===== src/rtl/div_clk_monitor.sv =====
// rtl/div_clk_monitor.sv - measures a divided clock in the clk domain and checks it against an expected ratio
module div_clk_monitor #(
    parameter int CNT_W      = 8,
    parameter int LOCK_COUNT = 4
) (
    input  logic             clk,
    input  logic             rst,
    input  logic             en,
    input  logic             clr_err,
    input  logic             div_in,
    input  logic [CNT_W-1:0] exp_ratio,
    output logic [CNT_W-1:0] period,
    output logic [CNT_W-1:0] high_time,
    output logic             period_valid,
    output logic             locked,
    output logic             err_mismatch,
    output logic             err_timeout
);

    typedef enum logic [1:0] {
        S_IDLE,
        S_WAIT,
        S_ACQ,
        S_LOCKED
    } state_t;

    localparam logic [CNT_W-1:0] CNT_MAX   = '1;
    localparam logic [CNT_W:0]   CNT_MAX_X = {1'b0, CNT_MAX};
    localparam logic [3:0]       LOCK_N    = 4'(LOCK_COUNT);

    state_t           state, state_n;
    logic             meta, s, s_d, rise;
    logic [CNT_W-1:0] ratio, cyc, hi, period_calc;
    logic [CNT_W:0]   cyc_p1, ratio_x2, t_thr;
    logic [3:0]       match, match_n;
    logic             ratio_ok, tmo, meas, match_ok, mismatch_set;

    assign rise        = s & ~s_d;
    assign cyc_p1      = {1'b0, cyc} + (CNT_W+1)'(1);
    assign period_calc = (cyc_p1 > CNT_MAX_X) ? CNT_MAX : cyc_p1[CNT_W-1:0];
    assign ratio_x2    = {ratio, 1'b0};
    assign t_thr       = (ratio_x2 > CNT_MAX_X) ? CNT_MAX_X : ratio_x2;
    assign ratio_ok    = (ratio > CNT_W'(1));

    // A rise on the threshold cycle takes priority over the timeout.
    assign tmo      = en && (state != S_IDLE) && ratio_ok && !rise && ({1'b0, cyc} >= t_thr);
    assign meas     = en && rise && ((state == S_ACQ) || (state == S_LOCKED));
    assign match_ok = ratio_ok && (period_calc == ratio);
    assign locked   = (state == S_LOCKED);

    always_ff @(posedge clk or negedge rst) begin
        if (!rst) begin
            state <= S_IDLE;
        end else begin
            state <= state_n;
        end
    end

    always_comb begin
        state_n      = state;
        match_n      = match;
        mismatch_set = 1'b0;
        if (!en) begin
            state_n = S_IDLE;
            match_n = '0;
        end else begin
            case (state)
                S_IDLE: begin
                    state_n = S_WAIT;
                    match_n = '0;
                end
                S_WAIT: begin
                    if (rise) begin
                        state_n = S_ACQ;
                        match_n = '0;
                    end
                end
                S_ACQ: begin
                    if (tmo) begin
                        state_n = S_WAIT;
                        match_n = '0;
                    end else if (meas) begin
                        if (match_ok) begin
                            match_n = match + 4'd1;
                            if (match_n == LOCK_N) state_n = S_LOCKED;
                        end else begin
                            match_n = '0;
                        end
                    end
                end
                S_LOCKED: begin
                    if (tmo) begin
                        state_n = S_WAIT;
                        match_n = '0;
                    end else if (meas && !match_ok) begin
                        state_n      = S_ACQ;
                        match_n      = '0;
                        mismatch_set = 1'b1;
                    end
                end
                default: begin
                    state_n = S_IDLE;
                    match_n = '0;
                end
            endcase
        end
    end

    always_ff @(posedge clk or negedge rst) begin
        if (!rst) begin
            meta         <= 1'b0;
            s            <= 1'b0;
            s_d          <= 1'b0;
            ratio        <= '0;
            cyc          <= '0;
            hi           <= '0;
            match        <= '0;
            period       <= '0;
            high_time    <= '0;
            period_valid <= 1'b0;
            err_mismatch <= 1'b0;
            err_timeout  <= 1'b0;
        end else begin
            meta  <= div_in;
            s     <= meta;
            s_d   <= s;
            match <= match_n;
            if (state == S_IDLE && en) ratio <= exp_ratio;

            if (!en || state == S_IDLE || rise || tmo) cyc <= '0;
            else if (cyc != CNT_MAX)                   cyc <= cyc + CNT_W'(1);

            // The rise cycle itself counts as the first high cycle.
            if (rise)                      hi <= CNT_W'(1);
            else if (s && hi != CNT_MAX)   hi <= hi + CNT_W'(1);

            period_valid <= meas;
            if (meas) begin
                period    <= period_calc;
                high_time <= hi;
            end

            err_timeout  <= tmo | (err_timeout & ~clr_err);
            err_mismatch <= mismatch_set | (err_mismatch & ~clr_err);
        end
    end

endmodule


===== config.mk =====
export PLATFORM = sky130hd
export DESIGN_NAME = div_clk_monitor
export DESIGN_NICKNAME = d
export VERILOG_FILES = /design/src/rtl/div_clk_monitor.sv
export SDC_FILE = /design/constraint.sdc
export NUM_CORES = 1
export LEC_CHECK = 0
export CAP_MARGIN = 10
export CORE_MARGIN = 2
export CORE_UTILIZATION = 60
export DETAILED_ROUTE_END_ITERATION = 8
export GPL_TIMING_DRIVEN = 0
export PLACE_DENSITY = 0.87
export SKIP_LAST_GASP = 1
export SYNTH_ARGS = -nofsm -noshare
export SYNTH_HDL_FRONTEND = slang
export SYNTH_SLANG_ARGS = --single-unit

===== constraint.sdc =====
create_clock -name clk -period 6.9 [get_ports clk]
set_input_delay 1.38 -clock clk [delete_from_list [all_inputs] [get_ports clk]]
set_output_delay 1.38 -clock clk [all_outputs]
set_load 0.005 [all_outputs]

==> results of run 1 <==
[critical path, delay by kind of cell]
| kind | cells | cell delay [ps] |
|---|---|---|
| buffers and inverters | 1 | 320 |
| AND/OR/NAND/NOR | 1 | 160 |
| AO/OA/AOI/OAI | 6 | 1360 |
[per-layer routing]
metal | vias up | routed length (um) | GRT usage
met5 | - | 0 | 0
met4 | 0 | 114 | 0.105
met3 | 8 | 289 | 0.0478
met2 | 79 | 2680 | 0.384
met1 | 1079 | 2530 | 0.328
li1 | 1102 | - | -
[layout make-up]
class / count / area (um^2) / area share
inverters: 11 / 41.3 / 0.0127
repair buffers: 32 / 325 / 0.100
multi-input cells: 221 / 1350 / 0.417
clock buffers: 5 / 68.8 / 0.0212
well taps: 52 / 65.1 / 0.0200
plain buffers: 11 / 45.0 / 0.0139
flip-flops and latches: 52 / 1300 / 0.401
clock inverters: 3 / 46.3 / 0.0143
[cell families after synthesis]
kind of cell	after synthesis
mux	7
fa+ha+maj	13
flops	52
buf+inv	22
simple gates	132
compound gates	54
xor+xnor	15
[how the worst min path moves through the flow]
| stage | startpoint | end | slack [ps] | depth (start not counted) |
|---|---|---|---|---|
| 2_1_floorplan | meta$_DFF_PN0_ | s$_DFF_PN0_ | 330 | 0 |
| 6_report | meta$_DFF_PN0_ | s$_DFF_PN0_ | 360 | 0 |
| 3_3_place_gp | meta$_DFF_PN0_ | s$_DFF_PN0_ | 330 | 0 |
| 5_1_grt | meta$_DFF_PN0_ | s$_DFF_PN0_ | 360 | 0 |
| 3_5_place_dp | meta$_DFF_PN0_ | s$_DFF_PN0_ | 340 | 0 |
| 4_1_cts | meta$_DFF_PN0_ | s$_DFF_PN0_ | 370 | 0 |
[power groups by stage]
stage                     sequential, mW  clock [mW]  combinational, mW
after floorplan                    0.359           0             0.0948
after CTS                          0.358       0.220              0.149
after detailed placement           0.364           0              0.148
after global routing               0.363       0.231              0.165
final                              0.359       0.216              0.148
after global placement             0.363           0              0.138
[state kept, by name, summed over array words and instances (netlist names)]
signal / count
meta: 1
s_d: 1
hi: 8
state: 2
ratio: 8
match: 4
period: 8
err_mismatch: 1
cyc: 8
s: 1
err_timeout: 1
high_time: 8
period_valid: 1
[synth_stat cells, drive strengths merged (3+ instances only)]
library cell	number
nor3	4
ha	13
a31oi	8
dfrtp	52
nor2b	3
a21oi	6
nand4	8
nand3	13
clkbuf	8
xor2	7
o21ai	21
o211ai	3
xnor2	8
mux2	5
inv	11
buf	3
nand2b	5
nor2	36
nand2	50
[stage by stage]
step / instances / worst slack [ps] / area [um^2] / hold WS, ps / utilization
after CTS: 387 / 3880 / 3250 / 369 / 0.741
after detailed placement: 379 / 3540 / 3130 / 336 / 0.714
after global routing: 387 / 3660 / 3250 / 362 / 0.741
final: 387 / 3870 / 3250 / 363 / 0.741
after global placement: 378 / 2980 / 3120 / 333 / 0.711
after floorplan: 295 / 4010 / 2740 / 331 / -
==> flow_metrics.tcl, run 1 <==
set metrics [dict create \
    status "completed" \
    yosysWarnings 0 \
    r2r-start "cyc[1]$_DFFE_PN0P_" \
    cpPeakStageDelay_ps 400 \
    nFillCells 335 \
    ys_types 46 \
    hp-class "reg -> reg" \
    syn_area_per_cell_um2 9.29 \
    via_per_inst 5.86 \
    yosys.area_share.adder 0.0593 \
    synth_top_family_by_area "simple AND/OR/NAND/NOR gates" \
    cp-start-kind "input port" \
    grt_usage 0.243 \
    synth_largest_area_cell "dfrtp_1" \
    grt_max_degree 31 \
    gr-total-overflow 0 \
    htree_levels 2 \
    die_area_um2 5130 \
    hold_buffers 0 \
    rr_worst_depth 8 \
    synthCells 295 \
    endpoint "match[3]$_DFFE_PN0P_" \
    initial_core_util 0.625 \
    rsz0062_at_grt "no" \
    maxCapViolCount 0 \
    synth_compound_area_frac 0.127 \
    wl_per_cell_um 14.5 \
    cts_root_buffer "clkbuf_8" \
    wl_um 5610 \
    timing.rr.end "match[3]$_DFFE_PN0P_" \
    drv_slew 0 \
    synth_area_leaders "dfrtp_1, nand2_1, ha_1" \
    syn_nets 321 \
    cts_tree "built" \
    final_common_cell "dfrtp_1" \
    reg2reg_slack_ps 4130 \
    coreArea_um2 4380 \
    finalWeightedCongestion 0.893 \
    clock_latency_ps 310 \
    total_power_mw 0.723 \
    crit_type "in -> reg" \
    vdd_drop_max_uv 148 \
    worstMarginPinSlew_ps 663 \
    synthMuxAreaShare 0.0278 \
    port_buffers 31 \
    antennaDiodeCount 0 \
    async_reset_ff_frac 1.00 \
    drive_above_1_share 0.0866 \
    worstPathArrival_ps 3220 \
    rows 24 \
    p_comb_frac 0.205 \
    layout_common_cells "dfrtp_1, nand2_1, nor2_1, clkdlybuf4s50_1, o21ai_0" \
    ant_nets 0 \
    hold_viol_final 0 \
    drt_pre_antenna_iters 4 \
    cts_buffers 5 \
    setup_violations 0 \
    power_density_nw_per_um2 223 \
    cts_setup_buffers 0 \
    required_ps 7090 \
    synth_area_um2 2740 \
    crit_path_start "en" \
    antenna_found_initial 0 \
    post-route-drc-count 0 \
    finClkSkew_ps 3.90 \
    cp-end-kind "flip-flop" \
    power_switching_mw 0.212 \
    ys.flop_type "dfrtp_1" \
    grt_pass1_vias 2165 \
    dp_hpwl_um 4220 \
    cts_num_sinks 52 \
    tns_ps 0 \
    fin_nets 360 \
    synth-xor-area-share 0.0479 \
    finalCritPeriodShare 0.439 \
    yosys.area_share.simple 0.232 \
    period_needed_ps 3030 \
    maxSlewHeadroom 0.555 \
    ys_ff_latch 52 \
    switching_share 0.294 \
    grt_pass1_wl_um 9710 \
    cp_cell_sequence "clkbuf_1, o21ai_0, nor2_1, o211ai_1, a31oi_1, o22ai_1, a31oi_2, o211ai_1" \
    num_vias 2268 \
    seq_power_share 0.496 \
    yosys.area.top_type_share 0.475 \
    io_pins 33 \
    drt_iter0_drc 141 \
    crit_slowest_cell "a31oi_1" \
    fmax_ghz 0.330 \
    p_leak_nw 1.41 \
    seq_area_frac_synth 0.475 \
    fp.dieW_um 71.6 \
    p_clk_frac 0.299 \
    path_clk_slew_ps 100 \
    die_h_um 71.6 \
    cts_resized 0 \
    cp_common_cell "o211ai_1" \
    syn2layout_area_growth_pct 18.4 \
    cp_max_fo 10 \
    internal-power_mw 0.511 \
    cts.path.max_buffers 2 \
    synth_edf_count 0 \
]
(Power assumes the default switching activity.)
==> run 2, diff against run 1 <==
--- a/config.mk
+++ b/config.mk
@@ -7,10 +7,10 @@
 export LEC_CHECK = 0
 export CAP_MARGIN = 10
 export CORE_MARGIN = 2
-export CORE_UTILIZATION = 60
+export CORE_UTILIZATION = 55
 export DETAILED_ROUTE_END_ITERATION = 8
 export GPL_TIMING_DRIVEN = 0
-export PLACE_DENSITY = 0.87
+export PLACE_DENSITY = 0.81
 export SKIP_LAST_GASP = 1
 export SYNTH_ARGS = -nofsm -noshare
 export SYNTH_HDL_FRONTEND = slang
==> constraint.sdc (replaced) <==
create_clock -name clk -period 2.94 [get_ports clk]
set_input_delay 0.588 -clock clk [delete_from_list [all_inputs] [get_ports clk]]
set_output_delay 0.588 -clock clk [all_outputs]
set_load 0.005 [all_outputs]
==> run 2 against run 1 <==
Against the previous run:
- clock-buffer cell count did not move
- combinational power is 130% higher
- sequential power grew 130%
- clock power rose by 120%
- core utilization down 5.7 points
- final cell count increased by 3.4%
- register-to-register slack got worse by 3900 ps
==> flow_metrics.tcl, run 2 (synthesis results as in run 1) <==
set metrics [dict create \
    wl_um 5490 \
    required_ps 3150 \
    fp.dieW_um 74.6 \
    dp.cells 394 \
    drv_slew 0 \
    finalWeightedCongestion 0.837 \
    layout_common_cells "dfrtp_1, nand2_1, nor2_1, clkdlybuf4s50_1, o21ai_0" \
    setup_violations 0 \
    io_pins 33 \
    die_h_um 74.6 \
    drive_above_1_share 0.0811 \
    finClkSkew_ps 6.76 \
    grt_pass1_wl_um 9800 \
    antennaDiodeCount 0 \
    syn2layout_area_growth_pct 18.5 \
    crit_path_start "cyc[1]$_DFFE_PN0P_" \
    dp_hpwl_um 4080 \
    path_clk_slew_ps 90 \
    use_met3 0.0393 \
    fin_nets 360 \
    top_usage_layer "met2" \
    num_vias 2261 \
    finalCritPeriodShare 0.938 \
    coreArea_um2 4750 \
    finalNonFillerCells 400 \
    maxCapViolCount 0 \
    htree_levels 2 \
    cts_resized 0 \
    via_per_inst 5.65 \
    final_common_cell "dfrtp_1" \
    endpoint "state[0]$_DFFE_PN0P_" \
    antenna_found_initial 0 \
    power_density_nw_per_um2 510 \
    status "completed" \
    pre_cts_slack_ps 243 \
    die_area_um2 5570 \
    gr-total-overflow 0 \
    drt_pre_antenna_iters 4 \
    ant_nets 0 \
    fmax_ghz 0.363 \
    globalRouteMet1Util 0.333 \
    cts.path.max_buffers 2 \
    worstMarginPinSlew_ps 586 \
    crit_type "reg -> reg" \
    grt_pass1_vias 2117 \
    wl_per_cell_um 13.7 \
    rows 25 \
    r2r-start "cyc[1]$_DFFE_PN0P_" \
    hp-class "in -> async" \
    nFillCells 388 \
    hold_buffers 0 \
    period_needed_ps 2760 \
    cts_num_sinks 52 \
    cts_root_buffer "clkbuf_8" \
    initial_core_util 0.577 \
    setup_slack_ps 183 \
    rr_worst_depth 8 \
    cp-end-kind "flip-flop" \
    cts_tree "built" \
    cts_buffers 5 \
    whs_ps 245 \
    clock_latency_ps 310 \
    tns_ps 0 \
    reg2reg_slack_ps 180 \
    drt_iter0_drc 123 \
    grt_max_degree 31 \
    port_buffers 31 \
    worstPathArrival_ps 2960 \
    maxSlewHeadroom 0.607 \
    timing.rr.end "state[0]$_DFFE_PN0P_" \
    met2_usage 0.345 \
    cp-start-kind "flip-flop" \
    hold_viol_final 0 \
    cts_setup_buffers 0 \
    grt_usage 0.231 \
    rsz0062_at_grt "no" \
    post-route-drc-count 0 \
    cp_max_fo 8 \
    p_leak_nw 1.40 \
    total_power_mw 1.66 \
    vdd_drop_max_uv 385 \
]
[run 2: cell types whose count changed in the layout (fill, tap and decap cells not counted), sizes merged]
cell      before  now
clkinvlp       1    0
inv           12   11
[run 2: layout make-up]
cell class | instances | area (um^2) | share of cell area
multi-input cells | 221 | 1350 | 0.417
flip-flops and latches | 52 | 1300 | 0.400
repair buffers | 32 | 325 | 0.100
well taps | 67 | 83.8 | 0.0258
clock buffers | 5 | 68.8 | 0.0212
plain buffers | 11 | 45.0 | 0.0139
inverters | 11 | 41.3 | 0.0127
clock inverters | 1 | 30.0 | 0.00924
[run 2: critical path, stage by stage (launching register included)]
cell,delay (ps)
dfrtp_1,460
ha_1,360
nand3_4,140
or4_4,510
nand2_2,120
a21oi_2,80
nor4_4,530
a311oi_1,200
o32ai_1,250
[run 2: worst min path at each step]
| stage | endpoint | slack, ps | from |
|---|---|---|---|
| after floorplan | cyc[0]$_DFFE_PN0P_ | 290 | rst |
| after global placement | s$_DFF_PN0_ | 330 | meta$_DFF_PN0_ |
| after detailed placement | s$_DFF_PN0_ | 340 | meta$_DFF_PN0_ |
| after CTS | period[4]$_DFFE_PN0P_ | 270 | rst |
| after global routing | err_timeout$_DFF_PN0_ | 300 | rst |
| final | period[4]$_DFFE_PN0P_ | 240 | rst |
[run 2: metrics by stage]
step	utilization	area [um^2]
after floorplan	-	2740
after global placement	0.659	3140
after detailed placement	0.663	3150
after CTS	0.683	3250
after global routing	0.683	3250
final	0.683	3250
[run 2: per-layer routing]
layer | routed length [um] | vias to the layer above
met1 | 2620 | 1067
met3 | 293 | 13
li1 | - | 1105
met2 | 2450 | 76
met5 | 0 | -
met4 | 134 | 0
[run 2: report_power, final]
part | total, mW | switching [mW] | internal [mW]
logic | 0.343 | 0.181 | 0.161
clock network | 0.471 | 0.226 | 0.245
registers | 0.843 | 0.0630 | 0.780
total | 1.66 | 0.471 | 1.19
